`src/rtl/race_pkg.sv`:
```
// Shared types and constants for the car-racing controller and datapath.
package race_pkg;

   typedef enum logic [3:0] {
      S_RESET    = 4'd0,
      S_IDLE     = 4'd1,
      S_START    = 4'd2,
      S_DRAW_BG  = 4'd3,
      S_DRAW_CAR = 4'd4,
      S_CHECK    = 4'd5,
      S_WAIT     = 4'd6,
      S_ERASE    = 4'd7,
      S_MOVE     = 4'd8,
      S_EXPLODE  = 4'd9,
      S_DONE     = 4'd10
   } raceState_t;

   localparam int unsigned FRAME_CYCLES_DEFAULT = 833333;
   localparam int unsigned SPRITE_SIZE          = 32;
   localparam int unsigned SCREEN_W             = 320;
   localparam int unsigned SCREEN_H             = 240;

   typedef struct packed {
      logic setReset;
      logic startRace;
      logic drawBackground;
      logic drawCar;
      logic drawOverCar;
      logic moveCar;
      logic drawExplosion;
   } raceCmd_t;

   // Moore command decode; every state maps to at most one strobe.
   function automatic raceCmd_t decodeCmd(input raceState_t s);
      raceCmd_t c;
      c = '0;
      case (s)
         S_RESET:    c.setReset       = 1'b1;
         S_START:    c.startRace      = 1'b1;
         S_DRAW_BG:  c.drawBackground = 1'b1;
         S_DRAW_CAR: c.drawCar        = 1'b1;
         S_ERASE:    c.drawOverCar    = 1'b1;
         S_MOVE:     c.moveCar        = 1'b1;
         S_EXPLODE:  c.drawExplosion  = 1'b1;
         default:    c = '0;
      endcase
      return c;
   endfunction

endpackage

```
`src/rtl/race_control_key_sync_edge.sv`:
```
// Two-flop synchroniser for an asynchronous button followed by rising-edge detect.
// keyPulse is high for one Clock cycle, two to three cycles after the press.
module key_sync_edge (
   input  logic Clock,
   input  logic Resetn,
   input  logic keyRaw,
   output logic keyPulse
);

   // syncQ[0..1] are the metastability stages, syncQ[2] holds the previous level.
   logic [2:0] syncQ;

   always_ff @(posedge Clock or negedge Resetn) begin
      if (!Resetn) begin
         syncQ <= '0;
      end else begin
         syncQ <= {syncQ[1:0], keyRaw};
      end
   end

   assign keyPulse = syncQ[1] & ~syncQ[2];

endmodule

```
`src/rtl/race_control.sv`:
```
// Sequencing FSM for the racing datapath: draw, frame-paced wait, erase/move, explode.
// Optional RACE_LAP_TIMER_EN adds lap_frames, a saturating count of elapsed frames.
module race_control
   import race_pkg::*;
#(
   parameter int unsigned FRAME_CYCLES = FRAME_CYCLES_DEFAULT,
   parameter int unsigned TIMER_W      = 20
) (
   input  logic        Clock,
   input  logic        Resetn,
   input  logic        go_key,
   input  logic        moveForward,
   input  logic        moveRight,
   input  logic        moveLeft,
   input  logic        DoneDrawBackground,
   input  logic        DoneDrawCar,
   input  logic        DoneDrawOverCar,
   input  logic        DoneDrawExplosion,
   input  logic        FinishedRace,
   input  logic        HitWall,
   output logic        set_reset_signals,
   output logic        start_race,
   output logic        draw_background,
   output logic        draw_car,
   output logic        draw_over_car,
   output logic        move,
   output logic        draw_explosion,
   output logic        plot,
`ifdef RACE_LAP_TIMER_EN
   output logic [15:0] lap_frames,
`endif
   output logic [3:0]  state_dbg
);

   localparam logic [TIMER_W-1:0] TIMER_LAST = TIMER_W'(FRAME_CYCLES - 1);

   raceState_t        stateQ, stateD;
   logic [TIMER_W-1:0] timerQ, timerD;
   logic              plotD;
   logic              goPulse;
   logic              anyKey;
   logic              frameEnd;
   raceCmd_t          cmd;

   key_sync_edge goSync (
      .Clock    (Clock),
      .Resetn   (Resetn),
      .keyRaw   (go_key),
      .keyPulse (goPulse)
   );

   assign anyKey   = moveForward | moveRight | moveLeft;
   assign frameEnd = (stateQ == S_WAIT) && (timerQ == TIMER_LAST);

   always_ff @(posedge Clock or negedge Resetn) begin
      if (!Resetn) begin
         stateQ <= S_RESET;
         timerQ <= '0;
         plot   <= 1'b0;
      end else begin
         stateQ <= stateD;
         timerQ <= timerD;
         plot   <= plotD;
      end
   end

   always_comb begin
      stateD = stateQ;
      timerD = timerQ;
      // plot tracks the datapath's registered pixel, so it is computed one cycle early.
      plotD  = ((stateQ == S_DRAW_BG)  && !DoneDrawBackground) ||
               ((stateQ == S_DRAW_CAR) && !DoneDrawCar)        ||
               ((stateQ == S_ERASE)    && !DoneDrawOverCar)    ||
               ((stateQ == S_EXPLODE)  && !DoneDrawExplosion);
      case (stateQ)
         S_RESET:    stateD = S_IDLE;
         S_IDLE:     if (goPulse) stateD = S_START;
         S_START:    stateD = S_DRAW_BG;
         S_DRAW_BG:  if (DoneDrawBackground) stateD = S_DRAW_CAR;
         S_DRAW_CAR: if (DoneDrawCar) stateD = S_CHECK;
         S_CHECK: begin
            if (HitWall) begin
               stateD = S_EXPLODE;
            end else if (FinishedRace) begin
               stateD = S_DONE;
            end else begin
               stateD = S_WAIT;
               timerD = '0;
            end
         end
         S_WAIT: begin
            if (frameEnd) begin
               // Idle frames restart the wait without touching the screen.
               timerD = '0;
               if (anyKey) stateD = S_ERASE;
            end else begin
               timerD = timerQ + 1'b1;
            end
         end
         S_ERASE:    if (DoneDrawOverCar) stateD = S_MOVE;
         S_MOVE:     stateD = S_DRAW_CAR;
         S_EXPLODE:  if (DoneDrawExplosion) stateD = S_DONE;
         S_DONE:     if (goPulse) stateD = S_RESET;
         default:    stateD = S_RESET;
      endcase
   end

   assign cmd               = decodeCmd(stateQ);
   assign set_reset_signals = cmd.setReset;
   assign start_race        = cmd.startRace;
   assign draw_background   = cmd.drawBackground;
   assign draw_car          = cmd.drawCar;
   assign draw_over_car     = cmd.drawOverCar;
   assign move              = cmd.moveCar;
   assign draw_explosion    = cmd.drawExplosion;
   assign state_dbg         = stateQ;

`ifdef RACE_LAP_TIMER_EN
   logic [15:0] lapQ;

   always_ff @(posedge Clock or negedge Resetn) begin
      if (!Resetn) begin
         lapQ <= '0;
      end else if ((stateQ == S_RESET) || (stateQ == S_START)) begin
         lapQ <= '0;
      end else if (frameEnd && (lapQ != 16'hFFFF)) begin
         lapQ <= lapQ + 16'd1;
      end
   end

   assign lap_frames = lapQ;
`endif

   cmdOneHot: assert property (@(posedge Clock) disable iff (!Resetn) $onehot0(cmd));

endmodule

```
`config.mk`:
```
export PLATFORM = sky130hd
export DESIGN_NAME = race_control
export DESIGN_NICKNAME = d
export VERILOG_FILES = /design/src/rtl/race_pkg.sv /design/src/rtl/race_control_key_sync_edge.sv /design/src/rtl/race_control.sv
export SDC_FILE = /design/constraint.sdc
export NUM_CORES = 1
export LEC_CHECK = 0
export CORE_ASPECT_RATIO = 1.2
export CORE_MARGIN = 3
export CORE_UTILIZATION = 54
export DETAILED_ROUTE_END_ITERATION = 12
export GPL_TIMING_DRIVEN = 0
export PLACE_DENSITY = 0.88
export SETUP_SLACK_MARGIN = 0.4
export SYNTH_ARGS = -nofsm -noshare
export SYNTH_HDL_FRONTEND = slang
export SYNTH_SLANG_ARGS = --single-unit
export TNS_END_PERCENT = 20
```
`constraint.sdc`:
```
create_clock -name Clock -period 3 [get_ports Clock]
set_input_delay 0.6 -clock Clock [delete_from_list [all_inputs] [get_ports Clock]]
set_output_delay 0.6 -clock Clock [all_outputs]
set_load 0.01 [all_outputs]
```
; Yosys cells after proc, flatten, opt, wreduce, memory -nomap -nowiden
; Cells that the tools add are included.
; Widths: inputs -> output; s select.
[word_totals]
reg_bits = 28
output_inout_bits = 12
wordCells = 68
[op_classes]
addsub = 1
n_eq_ne = 21
n_mux = 22
n_bitwise = 4
n_reduce_logical = 16
[ops]
columns = cell, n
row1 = $mux 20, 3
row2 = $pmux 4 s11, 1
row3 = $mux 4, 10
row4 = $pmux 20 s2, 1
row5 = $add 20x1->20 const B, 1
row6 = $eq 20x20->1 const B, 1
row7 = $ne 2x2->1 const B, 10
row8 = $eq 4x3->1 const B, 4
row9 = $eq 4x4->1 const B, 3
row10 = $eq 4x2->1 const B, 2
row11 = $reduce_and 8->1, 1
row12 = $mux 1, 7
row13 = $logic_and 1x1->1, 5
row14 = $eq 4x1->1 const B, 1
row15 = $logic_not 1->1, 4
row16 = $logic_not 4->1, 1
row17 = $logic_or 1x1->1, 3
row18 = $reduce_and 3->1, 1
row19 = $or 1x1->1, 2
row20 = $reduce_bool 2->1, 1
row21 = $and 1x1->1, 1
row22 = $not 1->1, 1

; Longest topological paths before layout
[logic_depth]
ltp_word = 5
depth_mapped = 8
mapped_depth_nobuf = 7

; By module
; A second synthesis with hierarchy kept.
[hier_totals]
hier_cells = 187
hier_area_um2 = 1712.9
[modules_own_cells]
columns = module, instances, cells_each, area_per_inst_um2, seq_area_each_um2
row1 = race_control, 1, 183, 1624.1, 625.6
row2 = key_sync_edge, 1, 4, 88.8, 75.1

; Worst setup path after synthesis
; Ideal clock, no wire load.
[synth_path]
kind = flip-flop to flip-flop
startpoint = register timerQ[0]
endpoint = register stateQ[0], in the netlist state_dbg[0]
setup_time_ns = 0.125
arrival_time_ns = 2.093
required_time_ns = 2.875
slack_ns = 0.782
stages_incl_launch_ff = 8
path_buffers = 0
period_less_slack_ns = 2.218
cell_sequence = dfrtp_1 inv_1 ha_1 or4bb_1 nor4_4 a21oi_2 or3_4 mux2_4
[synth_via]
elab_chain_cells = 4
[synth_rtl]
columns = element, line
row1 = from (decl), race_control.sv:38  ; logic [TIMER_W-1:0] timerQ, timerD;
row2 = from (signal assigned), race_control.sv:62  ; timerQ <= timerD;
row3 = $eq 20x20->1, race_control.sv:53  ; assign frameEnd = (stateQ == S_WAIT) && (timerQ == TIMER_LAST);
row4 = $logic_and 1x1->1, race_control.sv:53
row5 = $ne 2x2->1 (no source line), --
row6 = $reduce_and 8->1 (no source line), --
row7 = to (signal assigned), race_control.sv:61  ; stateQ <= stateD;
row8 = to (decl), race_control.sv:37  ; raceState_t stateQ, stateD;
; No other way between the ends.
; A chain may end at the register's enable or synchronous reset.

; Final worst setup path
[layout_path]
startpoint = register stateQ[2], in the netlist state_dbg[2]
endpoint = output move
[layout_via]
elab_chain_cells = 2
[layout_rtl]
columns = element, line
row1 = $eq 4x4->1, race_pkg.sv:37  ; case (s)
row2 = $mux 1, race_pkg.sv:37
row3 = to (decl), race_control.sv:26  ; output logic move,
; No other way between the ends.

==> out/metrics.csv <==
stage,metric,value,unit
route,remaining_drc_errors,0,
final_layout,area_growth,18.4,%
final_layout,n_antenna_cell,0,
die,die_area,0.00376,sq mm
clock_network,cts_resized,0,
critical_path,critPathKind,register to output port,
clock_network,clock_sinks,28,
route,viasPerCell,6.24,
grt,grt_pass1_vias,1560,
yosys,netlist_area,0.00165,sq mm
die,start_util,57.6,%
yosys,async_flop_share,100,%
route,first_pass_iters,4,
power_and_ir_drop,peakVddDrop,0.531,mV
final_layout,instances_no_fill,245,
yosys,synth-main-ff-cell,dfrtp_1,
place,post_dp_cell_area,0.00192,sq mm
critical_path,r2r_setup_slack,0.60,ns
route,wirelength,3860,microns
die,chipHeight,66.6,microns
place,io_buffer_count,23,
status,status,completed,
clock_network,ctsHtreeMaxLevel,1,
timing,rsz0062_at_grt,no,
yosys,synth_nets,198,
grt,grt_max_degree,29,
timing,worst_slew_pin_slew,0.905,ns
run,cap_violations,0,
power_and_ir_drop,p_per_area,829,mW/mm^2
yosys,synth_top_cell_by_area,dfrtp_1,
route,vias,1529,
route,wl_per_cell,15.7,microns
route,drt-initial-drc-count,93,
critical_path,cp_max_fo,10,
final_layout,fill_cells,241,
clock_network,post-cts-setup-buffer-count,0,
grt,grt.overflow.total,0,
critical_path,setup.worst_path.end_class,output port,
timing,fin_skew,0.00320,ns
timing,hold-worst-slack,0.261,ns
final_layout,nNetsFinal,226,
critical_path,start_kind,register,
die,die_w,56.5,microns
clock_network,cts-root-buf,clkbuf_4,
clock_network,cts_tree,built,
yosys,syn_inst,184,
place,gp_congestion,0.864,
yosys,synth.distinct_cells,47,
timing,fin_tns_setup,0,ns
critical_path,r2r-end,state_dbg[0],
yosys,ys_seq_elements,28,
power_and_ir_drop,leakagePower,0.782,nW
yosys,synth-edff-count,0,
clock_network,cts.path.max_buffers,2,
yosys,ys_seq_area_share,42.5,%
yosys,netlist_top_cells_area,"dfrtp_1 42%, nor3_1 4.2%, a31oi_1 4.2%",
timing,fmax,0.404,GHz
timing,max_slew_margin,39.2,%
timing,period_share,82.4,%
place,place_hpwl,2890,microns
timing,period_minus_slack,2.47,ns
die,num_rows,21,
critical_path,crit_arrival,1.87,ns
power_and_ir_drop,totalPowerFinal,1.62,mW
grt,antenna_found_initial,0,
critical_path,required,2.40,ns
yosys,syn_area_per_cell,8.97,sq um
route,ant_nets,0,
final_layout,seqCellArea,701,sq um
die,core,0.00286,sq mm
clock_network,cts_hold_buf,0,
yosys,ys_warn_count,0,
final_layout,design_area,0.00195,sq mm
final_layout,multi_input_area,877,sq um
final_layout,drive_above_1_share,8.53,%
timing,hold_viol,0,
critical_path,ff2ff_path_depth,7,
die,ios,24,
clock_network,clk_pin_slew,0.14,ns
yosys,synthTopCellsByCount,"28 x dfrtp_1, 14 x nand2_1, 14 x nor3_1",
place,dp_cells,241,
timing,setup-violations-final,0,
hold_path,hp-class,primary input to asynchronous set/reset pin,
grt,grt_pass1_wl,6580,microns
clock_network,worstSkewPairLatency,0.32,ns
yosys,synth_top_area_share,42.5,%
grt,grt_usage,21.9,%
yosys,synth.most_common_cell,dfrtp_1,
clock_network,cts_buffers,3,
timing,maxSlewViolCount,0,
critical_path,r2r-start,timerQ[0],
[critical path: stages (launching register included)]
cell and delay, ns:
dfrtp_1 0.43, buf_2 0.18, nand2b_1 0.22, nor3_1 0.16, clkdlybuf4s50_1 0.56
[kinds of logic (layout without fill, tap and decap cells)]
kind of cell,after synthesis,count (layout),synth area share (%)
AND/OR/NAND/NOR,79,79,27.5
AO/OA/AOI/OAI,50,50,19.4
flip-flops,28,28,42.5
buffers and inverters,18,45,4.40
multiplexers,4,4,3.11
XOR/XNOR,3,3,1.59
adder cells (fa/ha/maj),2,2,1.52
[power by group]
group	switching [mW]	internal (mW)
clock network	0.106	0.0743
registers	0.145	0.503
logic	0.413	0.378
[routing by layer]
layer  up-vias  wire [microns]  GRT usage [%]
li1        741               -              -
met1       724            1580           23.7
met2        57            2010           42.1
met3         7             210           2.13
met4         0              50           10.7
met5         -               0              0
[cell type report]
cell class,instances,area share (%)
timing repair buffer,23,11.5
clock buffer,4,1.86
inverter,8,1.54
buffer,10,2.18
multi-input combinational,138,44.9
sequential,28,35.9
tap,34,2.18
[worst max-delay path by stage]
stage | startpoint | slack (ns) | to
after floorplan | timerQ[0] | 0.78 | state_dbg[0]
after global placement | HitWall | 0.39 | timerQ[12]
after detailed placement | HitWall | 0.36 | timerQ[10]
after CTS | state_dbg[2] | 0.53 | move
after global routing | timerQ[2] | 0.44 | timerQ[17]
final | state_dbg[2] | 0.53 | move
[through the flow]
step | setup WS [ns] | util (%)
after CTS | 0.531 | 68.4
after detailed placement | 0.360 | 67.1
after global placement | 0.388 | 67.1
after global routing | 0.439 | 68.2
final | 0.528 | 68.2
after floorplan | 0.782 | -
[layout by cell type (no fill, tap or decap), types with 2 or more instances in the layout]
cell,count
clkbuf_4,3
o22ai_1,2
nor3_1,14
xnor2_1,2
nor2_1,11
inv_1,8
a31oi_1,11
clkdlybuf4s50_1,22
or3_1,3
mux2_4,2
o21ai_0,11
nand2b_1,6
nand4_1,7
and3_1,3
a211o_1,3
clkbuf_1,6
a21o_1,3
nand3_1,8
dfrtp_1,28
ha_1,2
buf_2,5
nand2_1,14
a21oi_1,10
[state kept, by name, indices dropped and copies added (netlist names)]
register      cells
timerQ           20
state_dbg         4
goSync.syncQ      3
plot              1
(Power assumes the default switching activity.)
